[config.mk]
export PLATFORM = sky130hd
export DESIGN_NAME = sync_fifo_top
export DESIGN_NICKNAME = d
export VERILOG_FILES = /design/src/rtl/sync_fifo_top.sv
export SDC_FILE = /design/constraint.sdc
export NUM_CORES = 2
export LEC_CHECK = 0
export CORE_MARGIN = 10
export CORE_UTILIZATION = 60
export CTS_CLUSTER_SIZE = 8
export DETAILED_ROUTE_END_ITERATION = 12
export PLACE_DENSITY = 0.73
export SYNTH_ARGS = -nofsm -noshare
export SYNTH_HDL_FRONTEND = slang
export SYNTH_SLANG_ARGS = --single-unit
[constraint.sdc]
create_clock -name clk -period 5.5 [get_ports clk]
set_clock_uncertainty 0.2 [all_clocks]
set_input_delay 1.1 -clock clk [delete_from_list [all_inputs] [get_ports clk]]
set_output_delay 1.1 -clock clk [all_outputs]
set_load 0.01 [all_outputs]
[src/rtl/sync_fifo_top.sv]
// Single-clock FIFO: a RAM module (instance FIFO), wrap-bit pointers and a registered read port.
// Flags are decoded combinationally from the registered pointers.

module sync_fifo_mem #(
  parameter int W  = 8,
  parameter int D  = 256,
  parameter int AW = 8
) (
  input  logic          clk,
  input  logic          we,
  input  logic [AW-1:0] waddr,
  input  logic [W-1:0]  wdata,
  input  logic [AW-1:0] raddr,
  output logic [W-1:0]  rdata
);
  // Left unreset so benches can preload it hierarchically.
  reg [W-1:0] mem [0:D-1];

  always_ff @(posedge clk) begin
    if (we) mem[waddr] <= wdata;
  end

  assign rdata = mem[raddr];
endmodule

module sync_fifo_top #(
  parameter int data_width_p = 8,
  parameter int mem_depth_p  = 256,
  parameter int addr_size_p  = 8
) (
  input  logic                    clk,
  input  logic                    rst,
  input  logic                    wr_en,
  input  logic                    rd_en,
  input  logic [data_width_p-1:0] data_in,
  output logic                    full,
  output logic                    empty,
  output logic [data_width_p-1:0] data_out
);
  localparam int PW = addr_size_p + 1;

  logic [PW-1:0]           wptr_q, wptr_d, rptr_q, rptr_d;
  logic [data_width_p-1:0] data_out_q, data_out_d, rd_word;
  logic                    wr_ok, rd_ok;

  assign empty = (wptr_q == rptr_q);
  assign full  = (wptr_q[addr_size_p] != rptr_q[addr_size_p]) &&
                 (wptr_q[addr_size_p-1:0] == rptr_q[addr_size_p-1:0]);

  always_comb begin
    wr_ok      = wr_en && !full;
    rd_ok      = rd_en && !empty;
    wptr_d     = wptr_q + {{(PW-1){1'b0}}, wr_ok};
    rptr_d     = rptr_q + {{(PW-1){1'b0}}, rd_ok};
    data_out_d = rd_ok ? rd_word : data_out_q;
  end

  // A write on a reset edge is suppressed so RAM only changes for accepted pushes.
  sync_fifo_mem #(
    .W (data_width_p),
    .D (mem_depth_p),
    .AW(addr_size_p)
  ) FIFO (
    .clk  (clk),
    .we   (wr_ok && !rst),
    .waddr(wptr_q[addr_size_p-1:0]),
    .wdata(data_in),
    .raddr(rptr_q[addr_size_p-1:0]),
    .rdata(rd_word)
  );

  always_ff @(posedge clk) begin
    if (rst) begin
      wptr_q     <= '0;
      rptr_q     <= '0;
      data_out_q <= '0;
    end else begin
      wptr_q     <= wptr_d;
      rptr_q     <= rptr_d;
      data_out_q <= data_out_d;
    end
  end

  assign data_out = data_out_q;
endmodule

=== Yosys cells after proc, flatten, opt, wreduce, memory -nomap -nowiden ===
Memories as Yosys holds them, arrays and structs flattened. A register that Yosys moved wholly into a read port is not among the register bits.
Cells that the tools add are included.

* $add $sub $neg: 2
* Equality and inequality tests: 3
* Mux-type cells: 2
* Reduce and logical (&&, ||, !) cells: 7

{| class="wikitable"
|+ Operators by type and width
! operator !! count
|-
| $add A9 B1 Y9 || 2
|-
| $eq A9 B9 Y1 || 1
|-
| $eq A8 B8 Y1 || 1
|-
| $logic_and A1 B1 Y1 || 4
|-
| $logic_not A1 Y1 || 3
|-
| $mux W1 || 2
|-
| $ne A1 B1 Y1 || 1
|}

* Register bits: 18
* Bits in writable memories: 2048
* Input port bits: 12
* Output and inout bits: 10
* Word-level logic and storage cells: 17
* Memories: 1

{| class="wikitable"
|+ Memories
! memory !! words !! width !! rd ports !! clocked after memory_dff !! write ports !! line !! source
|-
| FIFO.mem || 256 || 8 || 1 || 1 || 1 || 17 || <nowiki>reg [W-1:0] mem [0:D-1];</nowiki>
|}

=== Logic depth before layout (Yosys ltp) ===
* Word-level depth: 7
* Depth in mapped cells: 16

=== Modules after synthesis ===
Synthesis repeated with hierarchy kept, for this count alone.

* Cells, all modules: 3892
* Area total of the unflattened synthesis: 80817.5 um^2

{| class="wikitable"
|+ By module, submodules not included
! module !! instances !! cells an instance !! area each (um^2) !! sequential area each (um^2)
|-
| sync_fifo_mem || 1 || 3725 || 79396.1 || 61499.0
|-
| sync_fifo_top || 1 || 167 || 1421.4 || 520.5
|}

=== Least setup slack after synthesis ===
OpenSTA, ideal clock, no wires.

* Kind: input-to-reg
* Start point: input rst
* End point: memory FIFO.mem[118][0] (enable)
* Setup time: 0.370 ns
* Arrival time: 2.733 ns
* Data required time: 4.930 ns
* Setup slack: 2.197 ns
* Cell stages on the path: 7
* Path through: clkbuf_1 > a311oi_1 > nand2_1 > nor2_1 > nand3_1 > clkbuf_1 > nor2_1

* Word-level cells in the longest chain between the ends: 4

{| class="wikitable"
|+ RTL lines
! item !! line !! source
|-
| start, declared || 32 || <nowiki>input logic rst,</nowiki>
|-
| $logic_not A1 Y1 || 65 || <nowiki>.we (wr_ok && !rst),</nowiki>
|-
| $logic_and A1 B1 Y1 || 65 ||
|-
| $mux W1 || 20 || <nowiki>if (we) mem[waddr] <= wdata;</nowiki>
|-
| $mux W1 (not written as such) || 20 ||
|-
| end, declared || 17 ||
|}

Every way passes these cells.

=== Worst setup path in the final report ===
* Start point: register rptr_q[1]
* End point: output full

* Word-level cells in the longest chain between the ends: 2

{| class="wikitable"
|+ RTL lines
! item !! line !! source
|-
| start, declared || 42 || <nowiki>logic [PW-1:0] wptr_q, wptr_d, rptr_q, rptr_d;</nowiki>
|-
| start signal, assigned || 79 || <nowiki>rptr_q <= rptr_d;</nowiki>
|-
| $eq A8 B8 Y1 || 48 || <nowiki>(wptr_q[addr_size_p-1:0] == rptr_q[addr_size_p-1:0]);</nowiki>
|-
| $logic_and A1 B1 Y1 || 47 || <nowiki>assign full = (wptr_q[addr_size_p] != rptr_q[addr_size_p]) &&</nowiki>
|-
| end, declared || 36 || <nowiki>output logic full,</nowiki>
|}

Every way passes these cells.

==> impl_metrics.tcl <==
set metrics [dict create \
    place_ws_ns 0.7839 \
    fp.dieW_um 386.8 \
    grt_pass1_wl_um 296100 \
    area_delta_synth_final_pct 13.45 \
    rows 134 \
    fmax_mhz 195.9 \
    synthMuxAreaShare_pct 15.73 \
    slew_violations 0 \
    syn_avg_cell_area_um2 20.87 \
    gp_congestion 0.8676 \
    cts_root_buffer "clkbuf_16" \
    hpwl_um 115200 \
    cap_violations 0 \
    setup_slack_ns 0.3966 \
    place.port_buffers 21 \
    yosysSeqAreaShare_pct 76.83 \
    synth_area_um2 80720 \
    path_cells "xor2_1, nor4_1, nand2_1, nor2_1, clkdlybuf4s50_1" \
    synth_adder_area_share_pct 0.06200 \
    status "finished clean" \
    grt_pass1_vias 41860 \
    synth_xor_xnor_area_share_pct 0.2387 \
    slew-limit-headroom_pct 11.86 \
    crit_type "flip-flop to primary output" \
    fillers 7876 \
    grt_overflow 0 \
    hold_buffers 0 \
    nets 4125 \
    path_clk_slew_ns 0.05 \
    grt_usage_pct 27.06 \
    worstPathMaxFanout 37 \
    synth-main-ff-cell "edfxtp_1" \
    vias 41290 \
    clk_latency_ns 0.90 \
    drt_first_pass_iters 6 \
    cp_slowest_cell "dfxtp_4" \
    io_pins 22 \
    period_minus_slack_ns 5.103 \
    first_iter_violations 5976 \
    clock_sinks 2074 \
    setup_viol 0 \
    hp-class "flip-flop to flip-flop" \
    cts_tree "built" \
    synth_edf_count 2048 \
    power.density_nw_per_um2 408.0 \
    cts.htree.levels 5 \
    crit_family "simple AND/OR/NAND/NOR gates" \
    drc_errors 0 \
    cts_setup_buffers 0 \
    die_h_um 386.8 \
    yosys.area_share.simple_pct 3.123 \
    ir_worst_vdd_mv 0.3641 \
    synthArstFlopShare_pct 0 \
    synth_compound_area_share_pct 2.461 \
    syn_nets 3884 \
    total_power_mw 37.37 \
    initial_core_util_pct 60.41 \
    ys_ff_latch 2074 \
    arrival_ns 3.80 \
    crit_path_end_kind "primary output" \
    clk_path_buf_depth 4 \
    yosys_warnings 0 \
    antenna_left 0 \
    critPathBufInv 1 \
    finalCritPeriodShare_pct 92.79 \
    timing_worst_slew_pin_value_ns 1.322 \
    die_area_um2 149600 \
    worstPathRequired_ns 4.20 \
    grt_max_degree 158 \
    setup_tns_ns 0 \
    antenna_found_initial 10 \
    cts_made_buffers 309 \
    synth_top_family_by_area "multiplexers" \
    synth_cell_types 57 \
    rsz0062_at_grt "false" \
    synth_top_area_share_pct 76.19 \
    yosys-top-cells-area "edfxtp_1, mux4_2, mux2i_1" \
    cpPeakStageDelay_ns 0.81 \
    leakage_nw 28.16 \
    yosys.area.top_type "edfxtp_1" \
    finalHoldViolCount 0 \
    synth_cells 3868 \
    post_drt_wl_per_cell_um 34.13 \
    core_area_um2 133600 \
    avgViaCountPerCell 6.968 \
    setup.worst_path.start_class "flip-flop" \
    wirelength_um 202200 \
    cts_resized 0 \
    drive_gt1_share_pct 23.79 \
]
## placed cells by master, fill, tap and decap left out, types with 6 or more instances in the layout
cell | synthesis | routed
edfxtp_1 | 2048 | 2048
mux4_2 | 470 | 470
nor2_1 | 320 | 320
clkbuf_16 | 0 | 320
mux2i_1 | 166 | 166
buf_4 | 22 | 125
nand3_1 | 91 | 85
nand2_1 | 73 | 69
o221ai_1 | 66 | 66
a21oi_1 | 41 | 41
o22ai_1 | 35 | 35
o21ai_0 | 33 | 33
clkbuf_1 | 117 | 30
nor2b_1 | 25 | 24
a22oi_1 | 24 | 24
nor3_1 | 22 | 22
dfxtp_1 | 26 | 21
buf_12 | 1 | 20
a211oi_1 | 19 | 19
mux2_2 | 17 | 17
xor2_1 | 15 | 15
clkdlybuf4s50_1 | 0 | 13
nand4_1 | 10 | 10
a31oi_1 | 11 | 10
mux4_1 | 10 | 10
inv_1 | 10 | 9
a221oi_1 | 9 | 9
clkbuf_8 | 0 | 8
xnor2_1 | 7 | 7
o31ai_1 | 7 | 7
nand3_2 | 0 | 6
nand2b_1 | 7 | 6
and3_1 | 6 | 6
or4_1 | 6 | 6
a21o_1 | 6 | 6
## stage by stage
step / util [%] / hold slack [ns] / cell area, µm² / instances
2_1_floorplan: - / 0.3177 / 80720 / 3868
3_3_place_gp: 62.42 / 0.3529 / 83410 / 5566
3_5_place_dp: 62.42 / 0.3701 / 83410 / 5566
4_1_cts: 68.53 / 0.3979 / 91570 / 5921
5_1_grt: 68.53 / 0.4175 / 91570 / 5921
6_report: 68.54 / 0.4107 / 91580 / 5925
## synth_stat cells, drive strengths merged (3+ instances only)
library cell,number
a211o,3
a311oi,4
or4,6
mux2,17
and3,6
xnor2,7
nor2b,25
a21oi,41
nand4,10
dfxtp,26
nand3,91
nor3,22
o211ai,5
buf,119
a22oi,24
a221oi,9
o22ai,35
ha,4
a211oi,19
nor2,320
o31ai,7
nor4,3
mux4,480
a21o,6
clkbuf,117
edfxtp,2048
nand2b,7
mux2i,166
xor2,15
a2111oi,8
nand2,73
a31oi,11
o21ai,33
and2,6
o221ai,66
inv,11
## sequential cells by signal, summed over array words and instances, names as in the netlist
register	flops
FIFO.mem	2048
data_out	8
rptr_q	9
wptr_q	9
## kinds of logic after synthesis
family	count (synthesis)
DFF	2074
muxes	663
and+or+nand+nor	578
AOI/OAI and AO/OA	280
buffers and inverters	247
xor gates and xnor gates	22
adders and majority gates	4
## power breakdown
| part | leakage, nW | total [mW] | switching [mW] | internal [mW] |
|---|---|---|---|---|
| registers | 18.6 | 17.5 | 0.0803 | 17.4 |
| clock network | 4.00 | 16.4 | 6.18 | 10.2 |
| logic | 5.55 | 3.49 | 1.85 | 1.64 |
## final cells by class
type | count | area (µm²) | area share [%]
sequential | 2074 | 62040 | 67.74
multi-input combinational | 1547 | 17530 | 19.15
clock buffer | 350 | 8120 | 8.867
tap | 1768 | 2212 | 2.415
timing repair buffer | 166 | 1579 | 1.724
inverter | 11 | 46.29 | 0.05055
clock inverter | 5 | 42.54 | 0.04645
antenna | 4 | 10.01 | 0.01093
## worst paths after layout
kind	end	slack [ns]	cells past startpoint	from
max reg2reg	FIFO.mem[136][4]	0.98	9	rptr_q[3]
min	rptr_q[8]	0.41	2	rptr_q[8]
min reg2reg	rptr_q[8]	0.41	2	rptr_q[8]
max	full	0.40	5	rptr_q[1]
## worst min-delay path, delay by kind of cell (launching register included)
kind	cells	cell delay [ns]
DFF	1	0.35
xor gates and xnor gates	1	0.16
and+or+nand+nor	1	0.05
## per-layer routing
metal / share of wire [%] / global-route usage [%]
met5: 0.028 / 0
met3: 12 / 7.539
met4: 4.0 / 10.27
met2: 47 / 40.69
met1: 37 / 38.15
(Power assumes the default switching activity.)
